$ cat src/rtl/xor_cipher_ctrl_pkg.sv
// rtl/xor_cipher_ctrl_pkg.sv - shared FSM encodings and parameter defaults for the XOR cipher
package xor_cipher_ctrl_pkg;

  localparam int          DEF_DATA_W    = 8;
  localparam int          DEF_KEY_W     = 16;
  localparam int          DEF_CNT_W     = 8;
  localparam logic [15:0] DEF_LFSR_TAPS = 16'hB400;

  typedef enum logic [1:0] {
    ST_IDLE  = 2'd0,
    ST_RUN   = 2'd1,
    ST_DRAIN = 2'd2
  } state_t;

endpackage

$ cat src/rtl/xor_ks_lfsr.sv
// rtl/xor_ks_lfsr.sv - Galois LFSR keystream generator with seed load and step enable
module xor_ks_lfsr #(
  parameter int               DATA_W = 8,
  parameter int               KEY_W  = 16,
  parameter logic [KEY_W-1:0] TAPS   = 16'hB400
) (
  input  logic              clk,
  input  logic              rst,
  input  logic              load,
  input  logic [KEY_W-1:0]  seed,
  input  logic              step,
  output logic [DATA_W-1:0] ks
);

  logic [KEY_W-1:0] state;

  always_ff @(posedge clk) begin
    if (rst) begin
      state <= KEY_W'(1);
    end else if (load) begin
      state <= seed;
    end else if (step) begin
      state <= (state >> 1) ^ (state[0] ? TAPS : '0);
    end
  end

  assign ks = state[DATA_W-1:0];

endmodule

$ cat src/rtl/xor_cipher_ctrl.sv
// rtl/xor_cipher_ctrl.sv - one-message XOR cipher sequencer with valid/ready in and out
module xor_cipher_ctrl
  import xor_cipher_ctrl_pkg::*;
#(
  parameter int               DATA_W    = DEF_DATA_W,
  parameter int               KEY_W     = DEF_KEY_W,
  parameter logic [KEY_W-1:0] LFSR_TAPS = KEY_W'(DEF_LFSR_TAPS),
  parameter int               CNT_W     = DEF_CNT_W
) (
  input  logic              clk,
  input  logic              rst,
  input  logic              key_load,
  input  logic [KEY_W-1:0]  key_in,
  input  logic              start,
  input  logic [CNT_W-1:0]  len,
  input  logic              in_valid,
  input  logic [DATA_W-1:0] in_data,
  output logic              in_ready,
  output logic              out_valid,
  output logic [DATA_W-1:0] out_data,
  input  logic              out_ready,
  output logic              busy,
  output logic              done
);

  state_t            state;
  logic [KEY_W-1:0]  seed;
  logic [CNT_W-1:0]  remaining;
  logic [DATA_W-1:0] ks;
  logic              accept;
  logic              drain;
  logic              lfsr_load;

  // A slot opens when the output register is empty or emptying this cycle.
  assign in_ready  = (state == ST_RUN) && (!out_valid || out_ready);
  assign accept    = in_valid && in_ready;
  assign drain     = out_valid && out_ready;
  assign lfsr_load = (state == ST_IDLE) && start && (len != '0);
  assign busy      = (state != ST_IDLE);

  xor_ks_lfsr #(
    .DATA_W (DATA_W),
    .KEY_W  (KEY_W),
    .TAPS   (LFSR_TAPS)
  ) u_lfsr (
    .clk  (clk),
    .rst  (rst),
    .load (lfsr_load),
    .seed (seed),
    .step (accept),
    .ks   (ks)
  );

  always_ff @(posedge clk) begin
    if (rst) begin
      state     <= ST_IDLE;
      seed      <= KEY_W'(1);
      remaining <= '0;
      out_valid <= 1'b0;
      out_data  <= '0;
      done      <= 1'b0;
    end else begin
      done <= 1'b0;
      case (state)
        ST_IDLE: begin
          // A zero seed would lock the LFSR at zero forever.
          if (key_load) seed <= (key_in == '0) ? KEY_W'(1) : key_in;
          if (start) begin
            if (len != '0) begin
              state     <= ST_RUN;
              remaining <= len;
            end else begin
              done <= 1'b1;
            end
          end
        end
        ST_RUN: begin
          if (accept) begin
            remaining <= remaining - CNT_W'(1);
            if (remaining == CNT_W'(1)) state <= ST_DRAIN;
          end
        end
        ST_DRAIN: begin
          if (drain) begin
            state <= ST_IDLE;
            done  <= 1'b1;
          end
        end
        default: state <= ST_IDLE;
      endcase

      if (accept) begin
        out_valid <= 1'b1;
        out_data  <= in_data ^ ks;
      end else if (drain) begin
        out_valid <= 1'b0;
      end
    end
  end

endmodule

$ cat config.mk
export PLATFORM = sky130hd
export DESIGN_NAME = xor_cipher_ctrl
export DESIGN_NICKNAME = d
export VERILOG_FILES = /design/src/rtl/xor_cipher_ctrl_pkg.sv /design/src/rtl/xor_ks_lfsr.sv /design/src/rtl/xor_cipher_ctrl.sv
export SDC_FILE = /design/constraint.sdc
export NUM_CORES = 1
export LEC_CHECK = 0
export CORE_MARGIN = 2
export CORE_UTILIZATION = 31
export CTS_CLUSTER_DIAMETER = 50
export DETAILED_ROUTE_END_ITERATION = 10
export GPL_TIMING_DRIVEN = 0
export SETUP_SLACK_MARGIN = 0.15
export SLEW_MARGIN = 20
export SYNTH_ARGS = -nofsm -noshare
export SYNTH_HDL_FRONTEND = slang
export SYNTH_SLANG_ARGS = --single-unit
$ cat constraint.sdc
create_clock -name clk -period 1.9 [get_ports clk]
set_input_delay 0.38 -clock clk [delete_from_list [all_inputs] [get_ports clk]]
set_output_delay 0.38 -clock clk [all_outputs]
set_load 0.05 [all_outputs]
==> flow_metrics.py, run 1 <==
metrics = {
    "die": {
        "die_w_um": 91.0,
        "coreArea_um2": 7290,
        "start_util_pct": 32.2,
        "io_pins": 50,
        "dieHeight_um": 91.0,
        "die-area_um2": 8280,
        "rows": 31,
    },
    "worst_setup_path": {
        "r2r-start": "remaining[3]$_SDFFE_PP0P_",
        "startpoint_type": "primary input",
        "cp-end-kind": "output port",
        "cp.required_ns": 1.52,
        "r2r_slack_ns": 0.22,
        "crit_arrival_ns": 1.41,
        "reg2reg_to": "remaining[7]$_SDFFE_PP0P_",
        "reg2reg_depth": 5,
        "critical_path.max_fanout": 5,
        "path_class": "primary input to output port",
    },
    "place": {
        "place_congestion": 0.876,
        "port_buffers": 48,
        "post-place-ws_ns": -0.523,
        "dpl.cell_count": 432,
        "dp_hpwl_mm": 4.74,
    },
    "drt": {
        "drt_iter0_markers": 128,
        "detail_route.first_pass.iterations": 4,
        "antenna_left": 0,
        "wl_per_cell_um": 14.9,
        "vias": 2327,
        "drt_wl_total_mm": 6.71,
        "route.detailed.drc": 0,
        "vias_per_cell": 5.17,
    },
    "timing": {
        "setup-tns-final_ns": 0,
        "slew_headroom_pct": 55.1,
        "setup_ws_ns": 0.107,
        "setup_viol": 0,
        "max_freq_mhz": 558,
        "rsz0062_at_grt": "true",
        "period_minus_slack_ns": 1.79,
        "clock_skew_ns": 0.00685,
        "drv_slew": 0,
        "worst_pin_slew_ns": 0.673,
        "hold_viol_final": 0,
        "period_share_pct": 94.3,
    },
    "power_and_ir_drop": {
        "powerDensity_nw_per_um2": 805,
        "totalPowerFinal_mw": 2.68,
        "power.leakage_nw": 1.25,
        "ir_worst_vdd_uv": 358,
    },
    "hold_path": {
        "hold_path_depth": 3,
        "hp-class": "primary input to flop",
        "min_to": "remaining[7]$_SDFFE_PP0P_",
        "hold_start": "len[7]",
    },
    "clocking": {
        "htree_levels": 2,
        "hold_buffers": 0,
        "cts_buffers": 5,
        "cts.reportedPaths.clkPinSlew_ns": 0.09,
        "clk_path_buf_depth": 2,
        "clock_sinks": 52,
        "cts-root-buf": "clkbuf_8",
        "clk-insertion-delay-late_ns": 0.31,
        "cts_tree": "done",
    },
    "logic_synthesis": {
        "syn_nets": 325,
        "avgSynthCellArea_um2": 8.24,
        "syn_area_um2": 2350,
        "synth.most_common_cell": "dfxtp_1",
        "synthTopCellsByCount": "52 x dfxtp_1, 44 x nand2_1, 35 x a21oi_1",
        "async_flop_share_pct": 0,
        "seq_area_frac_synth_pct": 44.3,
        "ys_dominant_reg_cell": "dfxtp_1",
        "ys_types": 42,
        "synth_area_leaders": "dfxtp_1 44%, a21oi_1 7.5%, nand2_1 7.0%, a22oi_1 4.8%, nand3_1 3.6%",
        "synth_cells": 285,
        "synth_largest_area_cell": "dfxtp_1",
        "synth.top_cell.area_share_pct": 44.3,
        "ys_ff_latch": 52,
        "ys.warnings.count": 0,
        "synth_edf_count": 0,
    },
    "global_routing": {
        "overflow": 0,
        "grt_usage_pct": 16.2,
        "grt_start_max_net_pins": 17,
        "grt_pass1_wl_mm": 10.8,
        "grt_pass1_vias": 2297,
        "antenna_found_initial": 0,
    },
    "job": {
        "drv_cap": 0,
    },
    "run_status": {
        "status": "finished, final reports clean",
    },
    "layout": {
        "drive_above_1_share_pct": 17.4,
        "layout.cells.non_filler": 450,
        "fin_nets": 390,
        "syn_to_final_growth_pct": 41.8,
        "final_util_pct": 45.7,
        "num_antenna_cells": 0,
    },
}
## stage by stage
step / instance area, um2 / hold WS (ns)
after CTS: 3150 / 0.465
after detailed placement: 2950 / 0.451
final: 3330 / 0.352
after global placement: 2950 / 0.446
after floorplan: 2350 / 0.436
after global routing: 3330 / 0.369
## layout by cell type, fill, tap and decap left out, types with 5 or more instances in the layout
| cell type | netlist | final |
|---|---|---|
| buf_4 | 1 | 9 |
| dlygate4sd2_1 | 0 | 14 |
| buf_6 | 0 | 6 |
| clkbuf_8 | 0 | 5 |
| nor4_1 | 7 | 5 |
| a211oi_1 | 9 | 9 |
| xnor2_1 | 8 | 8 |
| dfxtp_1 | 52 | 49 |
| clkdlybuf4s50_1 | 0 | 28 |
| a22oi_1 | 15 | 13 |
| clkbuf_1 | 13 | 9 |
| nand2_1 | 44 | 43 |
| clkbuf_2 | 0 | 5 |
| nand3_1 | 17 | 17 |
| nor2_1 | 15 | 13 |
| a21oi_1 | 35 | 34 |
| inv_1 | 8 | 8 |
## area by class of cell
cell class              instances  area, um2
multi-input cells             201       1310
repair buffers                 58        547
clock inverters                 2       38.8
inverters                       8       30.0
plain buffers                  24        163
clock buffers                   6       72.6
fillers                       750       3960
flip-flops and latches         52       1050
well taps                      99        124
## kinds of logic after synthesis
| family | Yosys count | share of synthesized area, % |
|---|---|---|
| simple gates | 102 | 20.4 |
| compound gates | 86 | 24.4 |
| flops | 52 | 44.3 |
| buf+inv | 32 | 5.76 |
| xor+xnor | 11 | 4.10 |
| fa+ha+maj | 2 | 1.07 |
## where the power goes
part	internal [mW]	leakage, nW	switching [mW]
logic	0.309	0.763	0.374
clock network	0.399	0.0558	0.375
registers	1.17	0.428	0.0558
total	1.87	1.25	0.805
## sequential cells by signal, indices dropped and copies added (netlist names)
| name | flops |
|---|---|
| seed | 16 |
| remaining | 8 |
| out_data | 8 |
| state | 2 |
| done | 1 |
| u_lfsr.state | 16 |
| out_valid | 1 |
## worst max path at each step
stage,to,from
after floorplan,u_lfsr.state[0]$_SDFFE_PP1P_,len[2]
after global placement,in_ready,out_ready
after detailed placement,in_ready,out_ready
after CTS,in_ready,out_ready
after global routing,in_ready,out_ready
final,in_ready,out_ready
## repair_timing
action,CTS,global route
setup buffers,1,7
endpoints found under the setup margin,57,44
gates resized for setup,61,31
pin swaps,7,13
endpoints found under the hold margin,0,0
gates cloned,1,1
## layer usage
| layer | global-route usage, % | vias to the layer above | wire length [um] |
|---|---|---|---|
| li1 | - | 1159 | - |
| met1 | 21.0 | 1088 | 3030 |
| met2 | 26.0 | 69 | 3180 |
| met3 | 3.73 | 11 | 387 |
| met4 | 6.31 | 0 | 107 |
| met5 | 0 | - | 0 |
## critical path: stages
cell             delay, ns
clkdlybuf4s50_1       0.51
nand2b_4              0.17
and2_1                0.13
clkbuf_4              0.22
No activity file was read; power rests on OpenSTA's default activity.
==> run 2, diff against run 1 <==
CORE_UTILIZATION = 45   (was 31)
PLACE_DENSITY = 0.75   (was unset)
clock period = 1.6 ns   (was 1.9 ns; I/O delays follow)
==> run 2 against run 1 <==
The flow now finishes with violations (negative setup slack). Register-to-register slack lost 0.30 ns. Non-clock buffer count grew 20. First-iteration DRC count grew 64%. Global-route usage grew 11 points. Die area shrank 30%. Total power grew 25%. Clock skew shrank 0.0020 ns. Final area grew 18%. Count of clock-buffer cells in the layout is the same. Clock power shrank 2%. Final cell count shrank 2.0%. Critical endpoint is now remaining[7]$_SDFFE_PP0P_.
==> flow_metrics.py, run 2 (synthesis results as in run 1) <==
metrics = {
    "run_status": {
        "status": "finished, violations left",
        "violations": "negative setup slack",
    },
    "drt": {
        "wl_per_cell_um": 20.1,
        "route.detailed.drc": 0,
        "detail_route.first_pass.iterations": 4,
        "vias_per_cell": 6.00,
        "drt_iter0_markers": 210,
        "vias": 2644,
        "drt_wl_total_mm": 8.85,
        "antenna_left": 0,
    },
    "worst_setup_path": {
        "reg2reg_depth": 5,
        "reg2reg_to": "remaining[7]$_SDFFE_PP0P_",
        "cp-end-kind": "flop",
        "crit_path_max_incr_delay_ns": 0.52,
        "r2r-start": "remaining[5]$_SDFFE_PP0P_",
        "path_class": "flop to flop",
        "slowest_stage": "or4_4",
        "crit_arrival_ns": 1.89,
        "cp.required_ns": 1.81,
        "r2r_slack_ns": -0.08,
        "path_cells": "or4_4, buf_6, nor4_4, o21ai_2, a311oi_1",
        "critical_path.max_fanout": 5,
        "startpoint_type": "flop",
    },
    "place": {
        "port_buffers": 48,
        "placed_cell_area_um2": 2960,
        "post-place-ws_ns": -0.692,
        "dp_hpwl_mm": 4.44,
        "place_congestion": 0.920,
        "dpl.cell_count": 403,
    },
    "global_routing": {
        "antenna_found_initial": 0,
        "overflow": 0,
        "grt_start_max_net_pins": 17,
        "grt_pass1_vias": 2556,
        "grt_pass1_wl_mm": 12.7,
        "grt_usage_pct": 27.6,
    },
    "clocking": {
        "clk_path_buf_depth": 2,
        "clk-insertion-delay-late_ns": 0.31,
        "cts_buffers": 5,
        "hold_buffers": 0,
        "cts-root-buf": "clkbuf_8",
        "clock_sinks": 52,
        "htree_levels": 2,
        "cts_tree": "done",
        "cts.reportedPaths.clkPinSlew_ns": 0.09,
    },
    "timing": {
        "max_freq_mhz": 595,
        "slew_headroom_pct": 51.5,
        "hold_viol_final": 0,
        "drv_slew": 0,
        "hold_slack_ns": 0.293,
        "setup_viol": 12,
        "setup-tns-final_ns": -0.335,
        "period_share_pct": 105,
        "setup_ws_ns": -0.0801,
        "rsz0062_at_grt": "true",
        "worst_pin_slew_ns": 0.727,
        "period_minus_slack_ns": 1.68,
        "clock_skew_ns": 0.00489,
    },
    "hold_path": {
        "min_to": "seed[8]$_SDFFE_PP0P_",
        "hold_path_depth": 3,
        "hold_start": "key_in[8]",
        "hp-class": "primary input to flop",
    },
    "layout": {
        "final_util_pct": 77.4,
        "layout.cells.non_filler": 441,
        "final_cell_mix": "46 x dfxtp_1, 41 x nand2_1, 24 x a21oi_1",
        "fin_nets": 410,
        "mostFrequentLayoutCell": "dfxtp_1",
        "multi_input_area_um2": 1650,
        "num-fill-cells": 332,
        "drive_above_1_share_pct": 45.8,
        "num_antenna_cells": 0,
        "seqCellArea_um2": 1050,
        "final_cell_area_um2": 3930,
        "syn_to_final_growth_pct": 67.3,
        "top_regs": "seed x16, u_lfsr.state x16",
    },
    "die": {
        "dieHeight_um": 76.2,
        "die_w_um": 76.2,
        "rows": 26,
        "coreArea_um2": 5070,
        "io_pins": 50,
        "start_util_pct": 46.3,
        "die-area_um2": 5810,
    },
    "power_and_ir_drop": {
        "powerDensity_nw_per_um2": 852,
        "power.leakage_nw": 1.44,
        "totalPowerFinal_mw": 3.34,
        "ir_worst_vdd_uv": 526,
    },
    "job": {
        "drv_cap": 0,
    },
}
run 2: changes by cell type in the layout (fill, tap and decap cells not counted), moves of 10 or more:
cell           previous run  this run
buf_6                     6        20
dlygate4sd2_1            14         1
nand3_1                  17         4
nand3_2                   0        13
a22oi_1                  13         2
a22oi_2                   2        13
a21oi_1                  34        24
a21oi_2                   1        11
run 2: cell type report:
class,count,area share (%)
clock inverters,2,0.414
repair buffers,78,20.2
clock buffers,6,1.85
inverters,8,0.765
multi-input cells,201,41.9
plain buffers,24,5.83
well taps,70,2.23
flip-flops and latches,52,26.8
run 2: power by group:
part	switching [mW]	total, mW	internal [mW]
logic	0.591	1.11	0.516
clock network	0.448	0.760	0.312
registers	0.0898	1.48	1.39
total	1.13	3.34	2.21
run 2: worst max-delay path: cells and delay by family, from the launching register on:
kind	cells	cell delay [ns]
flops	1	0.33
buf+inv	1	0.15
simple gates	2	0.71
compound gates	2	0.39
run 2: metal layers:
| metal | track usage, % | wire length (um) | share of wire (%) |
|---|---|---|---|
| met5 | 0 | 0 | 0 |
| met4 | 11.5 | 317 | 3.6 |
| met3 | 5.69 | 579 | 6.5 |
| met2 | 46.2 | 4290 | 48 |
| met1 | 34.5 | 3660 | 41 |
run 2: how the worst max path moves through the flow:
stage | start | endpoint | slack, ns | depth (start not counted)
2_1_floorplan | len[2] | u_lfsr.state[0]$_SDFFE_PP1P_ | -0.02 | 5
3_3_place_gp | out_ready | in_ready | -0.72 | 4
3_5_place_dp | out_ready | in_ready | -0.69 | 4
4_1_cts | remaining[3]$_SDFFE_PP0P_ | remaining[5]$_SDFFE_PP0P_ | -0.03 | 5
5_1_grt | remaining[5]$_SDFFE_PP0P_ | remaining[7]$_SDFFE_PP0P_ | -0.11 | 5
6_report | remaining[5]$_SDFFE_PP0P_ | remaining[7]$_SDFFE_PP0P_ | -0.08 | 5
run 2: timing repair:
action | in CTS | in global routing
cloned | 6 | 1
pin swaps | 46 | 29
setup endpoints to repair | 64 | 49
gates resized for setup | 184 | 62
hold endpoints to repair | 0 | 0
setup buffers | 20 | 3
